File: src/rtl/acc_cpu_param_if.sv
// Command/status bundle for acc_cpu_param: host-side command inputs,
// core-side status outputs and the FSM state for observation.
interface acc_cpu_param_if #(
  parameter int WIDTH = 8,
  parameter int NREGS = 8
);
  localparam int SELW = $clog2(NREGS);

  logic [WIDTH-1:0] data_in;
  logic [SELW-1:0]  sel;
  logic [3:0]       op;
  logic             cin;
  logic             load;
  logic             ce;
  logic             busy;
  logic             done;
  logic [WIDTH-1:0] data_out;
  logic [3:0]       flags;
  logic [1:0]       state;

  modport master (
    output data_in, sel, op, cin, load, ce,
    input  busy, done, data_out, flags, state
  );

  modport slave (
    input  data_in, sel, op, cin, load, ce,
    output busy, done, data_out, flags, state
  );
endinterface

File: src/rtl/acc_cpu_param.sv
// Parametrised accumulator core: NREGS x WIDTH register file, R0 as the
// accumulator, three-state EXEC/WB sequence and registered {N,V,Z,C} flags.
module acc_cpu_param #(
  parameter int WIDTH = 8,
  parameter int NREGS = 8
) (
  input logic           clk,
  input logic           rst,
  acc_cpu_param_if.slave bus
);
  localparam int SELW = $clog2(NREGS);
  localparam int MSB  = WIDTH - 1;

  localparam logic [3:0] OP_ADD = 4'd0;
  localparam logic [3:0] OP_ADC = 4'd1;
  localparam logic [3:0] OP_SUB = 4'd2;
  localparam logic [3:0] OP_SBB = 4'd3;
  localparam logic [3:0] OP_AND = 4'd4;
  localparam logic [3:0] OP_OR  = 4'd5;
  localparam logic [3:0] OP_XOR = 4'd6;
  localparam logic [3:0] OP_NOT = 4'd7;
  localparam logic [3:0] OP_SHL = 4'd8;
  localparam logic [3:0] OP_SHR = 4'd9;
  localparam logic [3:0] OP_ASR = 4'd10;
  localparam logic [3:0] OP_MOV = 4'd11;
  localparam logic [3:0] OP_INC = 4'd12;
  localparam logic [3:0] OP_DEC = 4'd13;
  localparam logic [3:0] OP_CMP = 4'd14;
  localparam logic [3:0] OP_NOP = 4'd15;

  localparam logic [WIDTH:0] ONE_EXT = {{WIDTH{1'b0}}, 1'b1};

  typedef enum logic [1:0] {
    IDLE = 2'd0,
    EXEC = 2'd1,
    WB   = 2'd2
  } state_t;

  state_t state, state_nxt;

  logic [WIDTH-1:0] regs [NREGS];
  logic [3:0]       op_q;
  logic [SELW-1:0]  sel_q;
  logic             cin_q;
  logic [WIDTH-1:0] res_q;
  logic [3:0]       flg_h;
  logic [3:0]       flags_q;
  logic             done_q;

  // Handshake: a command is taken when ce=1 in IDLE. load=1 writes R[sel]
  // immediately; load=0 starts an ALU op, busy covers EXEC and WB, and done
  // pulses for one cycle after write-back. ce while busy is dropped.
  logic load_fire, cmd_fire, wb_r0, wb_flags;

  assign load_fire = (state == IDLE) && bus.ce && bus.load;
  assign cmd_fire  = (state == IDLE) && bus.ce && !bus.load;
  assign wb_r0     = (state == WB) && (op_q != OP_CMP) && (op_q != OP_NOP);
  assign wb_flags  = (state == WB) && (op_q != OP_NOP);

  always_ff @(posedge clk or negedge rst) begin
    if (!rst) state <= IDLE;
    else      state <= state_nxt;
  end

  always_comb begin
    state_nxt = state;
    case (state)
      IDLE:    if (cmd_fire) state_nxt = EXEC;
      EXEC:    state_nxt = WB;
      WB:      state_nxt = IDLE;
      default: state_nxt = IDLE;
    endcase
  end

  // ALU: operands are read only while the latched command sits in EXEC.
  logic [WIDTH-1:0] a, b, res;
  logic [WIDTH:0]   ext;
  logic             c_f, v_f;

  assign a = regs[0];
  assign b = regs[sel_q];

  always_comb begin
    ext = '0;
    res = '0;
    c_f = 1'b0;
    v_f = 1'b0;
    case (op_q)
      OP_ADD, OP_ADC: begin
        ext = {1'b0, a} + {1'b0, b} +
              ((op_q == OP_ADC) ? {{WIDTH{1'b0}}, cin_q} : '0);
        res = ext[MSB:0];
        c_f = ext[WIDTH];
        v_f = ~(a[MSB] ^ b[MSB]) & (res[MSB] ^ a[MSB]);
      end
      OP_SUB, OP_SBB, OP_CMP: begin
        ext = {1'b0, a} - {1'b0, b} -
              ((op_q == OP_SBB) ? {{WIDTH{1'b0}}, cin_q} : '0);
        res = ext[MSB:0];
        c_f = ext[WIDTH];
        v_f = (a[MSB] ^ b[MSB]) & (res[MSB] ^ a[MSB]);
      end
      OP_INC: begin
        ext = {1'b0, a} + ONE_EXT;
        res = ext[MSB:0];
        c_f = ext[WIDTH];
        v_f = ~a[MSB] & res[MSB];
      end
      OP_DEC: begin
        ext = {1'b0, a} - ONE_EXT;
        res = ext[MSB:0];
        c_f = ext[WIDTH];
        v_f = a[MSB] & ~res[MSB];
      end
      OP_AND: res = a & b;
      OP_OR:  res = a | b;
      OP_XOR: res = a ^ b;
      OP_NOT: res = ~a;
      OP_SHL: begin
        res = {a[MSB-1:0], 1'b0};
        c_f = a[MSB];
      end
      OP_SHR: begin
        res = {1'b0, a[MSB:1]};
        c_f = a[0];
      end
      OP_ASR: begin
        res = {a[MSB], a[MSB:1]};
        c_f = a[0];
      end
      OP_MOV:  res = b;
      default: res = a;
    endcase
  end

  always_ff @(posedge clk or negedge rst) begin
    if (!rst) begin
      op_q  <= '0;
      sel_q <= '0;
      cin_q <= 1'b0;
    end else if (cmd_fire) begin
      op_q  <= bus.op;
      sel_q <= bus.sel;
      cin_q <= bus.cin;
    end
  end

  always_ff @(posedge clk or negedge rst) begin
    if (!rst) begin
      res_q <= '0;
      flg_h <= '0;
    end else if (state == EXEC) begin
      res_q <= res;
      flg_h <= {res[MSB], v_f, (res == '0), c_f};
    end
  end

  always_ff @(posedge clk or negedge rst) begin
    if (!rst) begin
      for (int i = 0; i < NREGS; i++) regs[i] <= '0;
    end else if (load_fire) begin
      regs[bus.sel] <= bus.data_in;
    end else if (wb_r0) begin
      regs[0] <= res_q;
    end
  end

  always_ff @(posedge clk or negedge rst) begin
    if (!rst) begin
      flags_q <= '0;
      done_q  <= 1'b0;
    end else begin
      if (wb_flags) flags_q <= flg_h;
      done_q <= (state == WB);
    end
  end

  assign bus.busy     = (state == EXEC) || (state == WB);
  assign bus.done     = done_q;
  assign bus.data_out = regs[0];
  assign bus.flags    = flags_q;
  assign bus.state    = state;
endmodule

File: src/flat_wrapper.sv
// flat-port wrapper written by rule: the top's interface ports become plain ports
module acc_cpu_param_flat 
#(
  parameter int WIDTH = 8,
  parameter int NREGS = 8
)
  (clk, rst, bus_data_in, bus_sel, bus_op, bus_cin, bus_load, bus_ce, bus_busy, bus_done, bus_data_out, bus_flags, bus_state);
  acc_cpu_param_if #(.WIDTH(WIDTH), .NREGS(NREGS)) bus_i ();
  input logic clk;
  input logic rst;
  input wire logic [$bits(bus_i.data_in)-1:0] bus_data_in;
  input wire logic [$bits(bus_i.sel)-1:0] bus_sel;
  input wire logic [$bits(bus_i.op)-1:0] bus_op;
  input wire logic [$bits(bus_i.cin)-1:0] bus_cin;
  input wire logic [$bits(bus_i.load)-1:0] bus_load;
  input wire logic [$bits(bus_i.ce)-1:0] bus_ce;
  output wire logic [$bits(bus_i.busy)-1:0] bus_busy;
  output wire logic [$bits(bus_i.done)-1:0] bus_done;
  output wire logic [$bits(bus_i.data_out)-1:0] bus_data_out;
  output wire logic [$bits(bus_i.flags)-1:0] bus_flags;
  output wire logic [$bits(bus_i.state)-1:0] bus_state;
  assign bus_i.data_in = bus_data_in;
  assign bus_i.sel = bus_sel;
  assign bus_i.op = bus_op;
  assign bus_i.cin = bus_cin;
  assign bus_i.load = bus_load;
  assign bus_i.ce = bus_ce;
  assign bus_busy = bus_i.busy;
  assign bus_done = bus_i.done;
  assign bus_data_out = bus_i.data_out;
  assign bus_flags = bus_i.flags;
  assign bus_state = bus_i.state;
  acc_cpu_param #(.WIDTH(WIDTH), .NREGS(NREGS)) u_core (.clk(clk), .rst(rst), .bus(bus_i));
endmodule
File: config.mk
export PLATFORM = sky130hd
export DESIGN_NAME = acc_cpu_param_flat
export DESIGN_NICKNAME = d
export VERILOG_FILES = /design/src/rtl/acc_cpu_param_if.sv /design/src/rtl/acc_cpu_param.sv /design/src/flat_wrapper.sv
export SDC_FILE = /design/constraint.sdc
export NUM_CORES = 1
export LEC_CHECK = 0
export ABC_AREA = 1
export ABC_CLOCK_PERIOD_IN_PS = 2600
export CORE_ASPECT_RATIO = 1.1
export CORE_MARGIN = 5
export CORE_UTILIZATION = 40
export CTS_CLUSTER_DIAMETER = 40
export CTS_CLUSTER_SIZE = 24
export DETAILED_ROUTE_END_ITERATION = 6
export GPL_TIMING_DRIVEN = 0
export SYNTH_ARGS = -nofsm -noshare
export SYNTH_HDL_FRONTEND = slang
export SYNTH_SLANG_ARGS = --single-unit
export TNS_END_PERCENT = 30
File: constraint.sdc
create_clock -name clk -period 2.6 [get_ports clk]
set_input_delay 0.39 -clock clk [delete_from_list [all_inputs] [get_ports clk]]
set_output_delay 0.39 -clock clk [all_outputs]
set_load 0.02 [all_outputs]
==> flow_metrics.tcl <==
set metrics [dict create \
    status "finished with violations" \
    failed_checks "hold timing, setup timing" \
    gp_congestion 0.944 \
    worst_path_most_repeated_cell "nand2_1" \
    final_core_util_pct 49.5 \
    path_buf_inv 4 \
    cts_root_buf "clkbuf_16" \
    grt_pass1_vias 6150 \
    syn_area_sq_mm 0.00634 \
    fp.dieH_um 142 \
    grt_usage_pct 23.0 \
    clock_latency_ps 350 \
    period_share_pct 119 \
    worstPathRequired_ps 2840 \
    die_w_um 130 \
    drtAntennaViolNets 0 \
    dp_hpwl_um 15400 \
    synth_area_leaders "dfrtp_1 36%, nand2_1 15%, ha_1 7.7%" \
    synth_top_area_cell "dfrtp_1" \
    dieArea_sq_mm 0.0185 \
    via_count 6253 \
    rsz0062_at_grt "yes" \
    cpLargestDelayFamily "simple AND/OR/NAND/NOR gates" \
    finalHoldViolCount 17 \
    crit_type "register to register" \
    path_cells "buf_6 > buf_6 > o211ai_1 > nand3_2 > nand2_4 > inv_2 > fa_1 > inv_1 > ha_2 > o21ai_2 > nand2_2 > nand4_1 > nand3b_1 > nand2_1 > nand2_1 > nand4_1 > nand3b_1 > nand2_1 > nand2_1" \
    antenna_found_initial 0 \
    clock.fmax_mhz 322 \
    n_fill_cell 1568 \
    wl_per_cell_um 17.5 \
    cts_buffers 9 \
    synth.cells.most_frequent "261 x nand2_1, 111 x inv_1, 94 x nand3_1, 94 x o21ai_0, 91 x nor2_1" \
    area_delta_synth_final_pct 21.9 \
    syn_nets 977 \
    worst_slack_ps -504 \
    seq_area_frac_synth_pct 35.5 \
    drt-pass1-iter-count 5 \
    critPathArrivalTime_ps 3350 \
    nNetsFinal 1035 \
    wl_um 20600 \
    drive_above_1_share_pct 14.0 \
    ys_types 33 \
    grt_start_max_net_pins 60 \
    drtIter0Drc 533 \
    crit_slowest_cell "fa_1" \
    worstPathMaxFanout 7 \
    slew_headroom_pct 43.9 \
    finalClockSkew_ps 7.94 \
    start_kind "register" \
    num_rows 48 \
    yosysMostFrequentCell "nand2_1" \
    tns_ps -3640 \
    synth-main-ff-cell "dfrtp_1" \
    via_per_inst 5.31 \
    endpoint_kind "register" \
    setup_violations 11 \
    synth_cells 914 \
    grt_pass1_wl_um 33000 \
    yosys_register_bits 90 \
    clk_pin_slew_worst_paths_ps 70 \
    synth_edf_count 0 \
    cts_sinks 90 \
    route.detailed.drc 0 \
    synth.top_cell.area_share_pct 35.5 \
    max_slew.worst_pin.slew_ps 835 \
    overflow 0 \
    cts_hold_buf 0 \
    clockBufferDepth 2 \
    cts_htree_levels 3 \
    hp-class "primary input to async pin" \
    hold_slack_ps -18.4 \
    io_buffers 35 \
    period_minus_slack_ps 3100 \
    diodes 0 \
    start_util_pct 40.6 \
    cts_tree "done" \
    max_stage_delay_ps 500 \
    core_sq_mm 0.0156 \
    cap_violations 0 \
    num_io_pins 36 \
    synthArstFlopShare_pct 100 \
    yosys_warnings 0 \
    drv_slew 0 \
    syn_area_per_cell_sq_um 6.94 \
]
final timing paths:
kind | start | end | slack (ps) | cells past startpoint
setup / recovery | u_core.sel_q[0]$_DFFE_PN0P_ | u_core.flg_h[2]$_DFFE_PN0N_ | -500 | 19
hold / removal | rst | u_core.regs[22]$_DFFE_PN0P_ | -20 | 1
setup reg to reg | u_core.sel_q[0]$_DFFE_PN0P_ | u_core.flg_h[2]$_DFFE_PN0N_ | -500 | 19
hold reg to reg | u_core.regs[45]$_DFFE_PN0P_ | u_core.regs[45]$_DFFE_PN0P_ | 480 | 2
max in group asynchronous | rst | u_core.bus.data_out[0]$_DFFE_PN0P_ | 1960 | 2
min in group clk | u_core.regs[45]$_DFFE_PN0P_ | u_core.regs[45]$_DFFE_PN0P_ | 480 | 2
metal layers:
| metal | up-vias | GRT usage [%] | wire length [um] |
|---|---|---|---|
| met5 | - | 0 | 0 |
| met4 | 0 | 8.64 | 663 |
| met3 | 40 | 2.89 | 918 |
| met2 | 167 | 38.9 | 10100 |
| met1 | 2967 | 29.9 | 8930 |
| li1 | 3079 | - | - |
final cells by class:
type	instances	area, sq um	share of cell area, %
Buffer	36	263	3.40
Clock buffer	10	239	3.09
Clock inverter	6	90.1	1.17
Inverter	116	440	5.70
Multi-Input combinational cell	672	3740	48.4
Sequential cell	90	2250	29.2
Tap cell	200	250	3.24
Timing Repair Buffer	47	455	5.89
sequential cells by signal (all words and copies together) (netlist names):
signal,count
u_core.bus.data_out,8
u_core.bus.done,1
u_core.bus.flags,4
u_core.bus.state,2
u_core.cin_q,1
u_core.flg_h,4
u_core.op_q,4
u_core.regs,56
u_core.res_q,7
u_core.sel_q,3
worst register-to-register path: cells and delay by family (launching register included):
| family | cells | cell delay [ps] |
|---|---|---|
| buffers and inverters | 4 | 360 |
| flip-flops | 1 | 370 |
| adder cells (fa/ha/maj) | 2 | 690 |
| AND/OR/NAND/NOR | 11 | 1230 |
| AO/OA/AOI/OAI | 2 | 340 |
stage by stage:
step / worst slack [ps] / instance area (sq um) / instances
floorplan: -90.2 / 6380 / 914
global placement: -2300 / 6980 / 1149
detailed placement: -1090 / 7010 / 1150
CTS: -521 / 7620 / 1176
global route: -693 / 7730 / 1177
finish: -504 / 7730 / 1177
kinds of logic after synthesis:
group                      synth area share [%]
AOI/OAI and AO/OA                          11.9
xor gates and xnor gates                  0.276
adders and majority gates                  8.95
buffers and inverters                      9.96
DFF                                        35.5
muxes                                     0.888
and+or+nand+nor                            32.5
what timing repair did:
item | in CTS | in global routing
pin swaps | 23 | 25
endpoints found under the hold margin | 0 | 0
gates cloned | 2 | 0
gates resized for setup | 58 | 39
setup endpoints to repair | 11 | 12
setup buffers | 8 | 1
layout by cell type (no fill, tap or decap), drive strengths merged, types with 2 or more instances in the layout:
cell and n:
inv 111, clkbuf 23, nand2 263, ha 39, dfrtp 90, nand3 94
fa 4, nor3 6, nand3b 8, or2 3, bufinv 2, nand4 17
o221ai 8, nor4 3, o2111ai 3, clkinv 8, a21oi 18, mux2 5
buf 36, o211ai 9, clkdlybuf4s50 34, nor2 92, o21ai 94
Power is not shown: default switching activity piles up to over one toggle a cycle in this logic, so the estimate is an artifact.
==> RTL change 1: new RTL, same flow settings <==
`NREGS` is set to 8 in 3 places; all go to 4.
--- a/src/rtl/acc_cpu_param_if.sv
+++ b/src/rtl/acc_cpu_param_if.sv
@@ -4,3 +4,3 @@
   parameter int WIDTH = 8,
-  parameter int NREGS = 8
+  parameter int NREGS = 4
 );
--- a/src/rtl/acc_cpu_param.sv
+++ b/src/rtl/acc_cpu_param.sv
@@ -4,3 +4,3 @@
   parameter int WIDTH = 8,
-  parameter int NREGS = 8
+  parameter int NREGS = 4
 ) (
--- a/src/flat_wrapper.sv
+++ b/src/flat_wrapper.sv
@@ -4,3 +4,3 @@
   parameter int WIDTH = 8,
-  parameter int NREGS = 8
+  parameter int NREGS = 4
 )
Interface: changed (resized bus_sel); port bits go from 36 to 35. No check against the original RTL was run, so the function may have changed too.
==> RTL change 1 against the original RTL <==
- the flow still finishes with violations (hold timing, setup timing)
- wire length shrank 28%
- hold slack gained 16 ps
- count of clock-buffer cells in the layout grew 2
- final area shrank 19%
- worst setup slack gained 200 ps
- first-iteration DRC count shrank 35%
- final cell count shrank 21%
- area after synthesis shrank 24%
- sequential cell count shrank 33
- critical path depth shrank 2
- critical endpoint is now u_core.res_q[2]
- largest cell class unchanged
Power is not shown: default switching activity piles up to over one toggle a cycle in this logic, so the estimate is an artifact.
==> RTL change 1: results <==
{
  "finalSetupViolCount": 9,
  "clock_skew_ps": 4.99,
  "place_congestion": 0.930,
  "cp_top_family": "simple AND/OR/NAND/NOR gates",
  "final_nets": 835,
  "antenna_found_initial": 0,
  "hold_viol_final": 2,
  "tns_ps": -1450,
  "cts_buffers": 9,
  "initialDrtViolationCount": 344,
  "holdWs_ps": -1.99,
  "yosys-top-cells-area": "dfrtp_1 (30%), nand2_1 (16%), ha_1 (11%)",
  "outcome": "finished, violations left",
  "post-dp-hpwl_microns": 11500,
  "ys_top_cells_by_count": "nand2_1 (201), inv_1 (82), nand3_1 (63), dfrtp_1 (57), nor2_1 (52)",
  "routedWlPerCell_microns": 15.9,
  "n_antenna_cell": 0,
  "clock_latency_ps": 330,
  "largest_register_ff_count": 24,
  "worst_slew_margin_rel": 0.600,
  "grt_pass1_wl_microns": 24600,
  "vias": 4798,
  "top_register": "u_core.regs",
  "violations": "hold timing, setup timing",
  "grt_use_met3": 0.0232,
  "use_met2": 0.361,
  "min_path_type": "in -> async",
  "reg2regPathDepth": 17,
  "path_clk_slew_ps": 50,
  "portBuffers": 34,
  "timing.final.ws_setup_ps": -307,
  "ys_seq_area_frac": 0.296,
  "clk_path_buf_depth": 2,
  "placed_area_sq_um": 5400,
  "crit_arrival_ps": 3120,
  "grt_use_met1": 0.286,
  "h-tree-depth": 3,
  "globalRouteTotalUtil": 0.215,
  "synth_ff_type": "dfrtp_1",
  "synth_nets": 758,
  "grt_max_degree": 42,
  "ys_warn_count": 0,
  "root_buffer": "clkbuf_16",
  "cpPeakStageDelay_ps": 460,
  "regToRegEndpoint": "u_core.res_q[2]",
  "synth.distinct_cells": 42,
  "cp_max_fo": 10,
  "slowest_stage": "dfrtp_2",
  "drive_gt1_frac": 0.242,
  "drt_pass1_iterations": 5
}
-- RTL change 1: how the worst max path moves through the flow --
| stage | end | cells after the start | slack, ps |
|---|---|---|---|
| after floorplan | u_core.flg_h[1] | 22 | -7 |
| after global placement | u_core.bus.data_out[1] | 1 | -790 |
| after detailed placement | u_core.flg_h[1] | 27 | -650 |
| after CTS | u_core.flg_h[1] | 27 | -350 |
| after global routing | u_core.flg_h[1] | 27 | -480 |
| final | u_core.res_q[2] | 17 | -310 |
-- RTL change 1: layout make-up --
class                   count  area [sq um]
plain buffers              24           163
clock buffers              12           246
clock inverters             3          17.5
repair buffers             67           599
multi-input cells         526          3260
flip-flops and latches     57          1440
inverters                  88           352
fillers                  1192          5660
well taps                 154           193
-- RTL change 1: cell families (layout without fill, tap and decap cells) --
group,count (synthesis),in the layout,share of synthesized area
DFF,57,57,0.296
AOI/OAI and AO/OA,90,90,0.107
muxes,17,17,0.0397
xor gates and xnor gates,3,3,0.00545
buffers and inverters,113,194,0.0978
adders and majority gates,43,43,0.115
and+or+nand+nor,373,373,0.339
-- RTL change 1: layer usage --
metal  vias up  part of all wire
met1      2256              0.45
met2       110              0.49
met5         -                 0
met4         0             0.021
li1       2412                 -
met3        20             0.037
-- RTL change 1: stage by stage --
| stage | util | cells | hold slack [ps] | worst slack, ps |
|---|---|---|---|---|
| finish | 0.525 | 931 | -1.99 | -307 |
| detailed placement | 0.453 | 885 | 347 | -648 |
| global route | 0.525 | 931 | 40.4 | -482 |
| global placement | 0.452 | 884 | 465 | -790 |
| floorplan | - | 696 | 94.4 | -7.11 |
| CTS | 0.511 | 923 | 1.18 | -352 |
-- RTL change 1: repair_timing --
item	4_1_cts	5_1_grt
gates cloned	0	0
gates resized for setup	71	31
setup endpoints to repair	16	24
setup buffers	25	8
pin swaps	27	13
==> RTL change 2: new RTL, same settings <==
Without the edit above. Make the reset (`rst`) synchronous in 5 clocked blocks.
--- a/src/rtl/acc_cpu_param.sv
+++ b/src/rtl/acc_cpu_param.sv
@@ -59,3 +59,3 @@
 
-  always_ff @(posedge clk or negedge rst) begin
+  always_ff @(posedge clk) begin
     if (!rst) state <= IDLE;
@@ -135,3 +135,3 @@
 
-  always_ff @(posedge clk or negedge rst) begin
+  always_ff @(posedge clk) begin
     if (!rst) begin
@@ -147,3 +147,3 @@
 
-  always_ff @(posedge clk or negedge rst) begin
+  always_ff @(posedge clk) begin
     if (!rst) begin
@@ -157,3 +157,3 @@
 
-  always_ff @(posedge clk or negedge rst) begin
+  always_ff @(posedge clk) begin
     if (!rst) begin
@@ -167,3 +167,3 @@
 
-  always_ff @(posedge clk or negedge rst) begin
+  always_ff @(posedge clk) begin
     if (!rst) begin
Function: differs if rst is asserted again (counterexample within 4 cycles, from zero or initial values and one cycle with rst low); with rst held inactive, the same outputs for 4 cycles.
==> RTL change 2 against the original RTL <==
- the run ends with setup timing left
- final cell count about the same
- worst setup slack gained 13 ps
- first-iteration DRC count is 20% lower
- via count is 1.0% lower
- sequential cell count increased by 3
- hold slack better by 490 ps
- wire length shrank 1.2%
- final area rose by 4.6%
- area after synthesis decreased by 1.6%
- critical endpoint is now u_core.flg_h[1]
==> RTL change 2: results <==
{
  "outcome": "finished, violations left",
  "violations": "setup timing",
  "grt_pass1_wl_microns": 31200,
  "synth.top_cell.area_share": 0.308,
  "synth_compound_area_frac": 0.0944,
  "ys_seq_area_frac": 0.401,
  "crit_arrival_ps": 3370,
  "synth_nets": 942,
  "portBuffers": 34,
  "initialDrtViolationCount": 424,
  "drive_gt1_frac": 0.187,
  "grt_use_met1": 0.284,
  "cp_max_fo": 8,
  "dp.cells": 1113,
  "finalSetupViolCount": 11,
  "final_nets": 1036,
  "layout.cells.non_filler": 1178,
  "synth.distinct_cells": 35,
  "dp_slack_ps": -948,
  "timing.final.ws_setup_ps": -491,
  "globalRouteTotalUtil": 0.225,
  "synth_xor_area_frac": 0.00421,
  "muxShareOfSynthArea": 0,
  "met1_length_microns": 8490,
  "min_path_type": "reg -> reg",
  "yosys-top-cells-area": "edfxtp_1 (31%), nand2_1 (13%), nor2_1 (9.9%)",
  "viasPerCell": 5.25
}
-- RTL change 2: critical path, cell delays in order, from the launching register on --
cell and delay, ps:
dfxtp_2 330, buf_12 140, buf_8 120, nor2_1 120, nor2_2 50, o21ai_2 60
nand3_2 120, nand2_2 120, inv_2 60, fa_2 590, inv_2 50, ha_4 200
xor2_1 150, nand2_1 90, nand3_1 90, nor2_2 100, nand3_2 130, a21oi_2 130
nand2_1 60, nor2_1 90, nand3_1 80, a21oi_1 130
-- RTL change 2: power breakdown --
group / total (mW) / switching, mW / internal [mW] / leakage, nW
logic: 4.18 / 2.45 / 1.74 / 2.57
clock network: 1.39 / 0.568 / 0.826 / 0.162
registers: 1.89 / 0.124 / 1.77 / 0.901
-- RTL change 2: final timing paths --
kind                      to  slack [ps]  cells after the start
max reg2reg  u_core.flg_h[1]        -490                     21
min reg2reg  u_core.flg_h[1]         480                      2
max          u_core.flg_h[1]        -490                     21
min          u_core.flg_h[1]         480                      2
-- RTL change 2: repair_timing --
item,CTS,global route
pin swaps,30,44
endpoints found under the setup margin,11,19
gates resized for setup,106,43
hold buffers,0,0
cloned,0,1
buffers inserted,37,12
-- RTL change 2: final cells by class --
| cell class | instances | area (sq um) | share of cell area |
|---|---|---|---|
| Tap cell | 200 | 250 | 0.0309 |
| Buffer | 16 | 155 | 0.0192 |
| Clock inverter | 3 | 20.0 | 0.00248 |
| Inverter | 112 | 449 | 0.0555 |
| Clock buffer | 13 | 304 | 0.0376 |
| Timing Repair Buffer | 84 | 737 | 0.0911 |
| Multi-Input combinational cell | 657 | 3670 | 0.453 |
| Sequential cell | 93 | 2500 | 0.310 |
-- RTL change 2: kinds of logic after synthesis --
group,Yosys count
xor gates and xnor gates,3
DFF,93
and+or+nand+nor,499
adders and majority gates,43
AOI/OAI and AO/OA,112
buffers and inverters,129
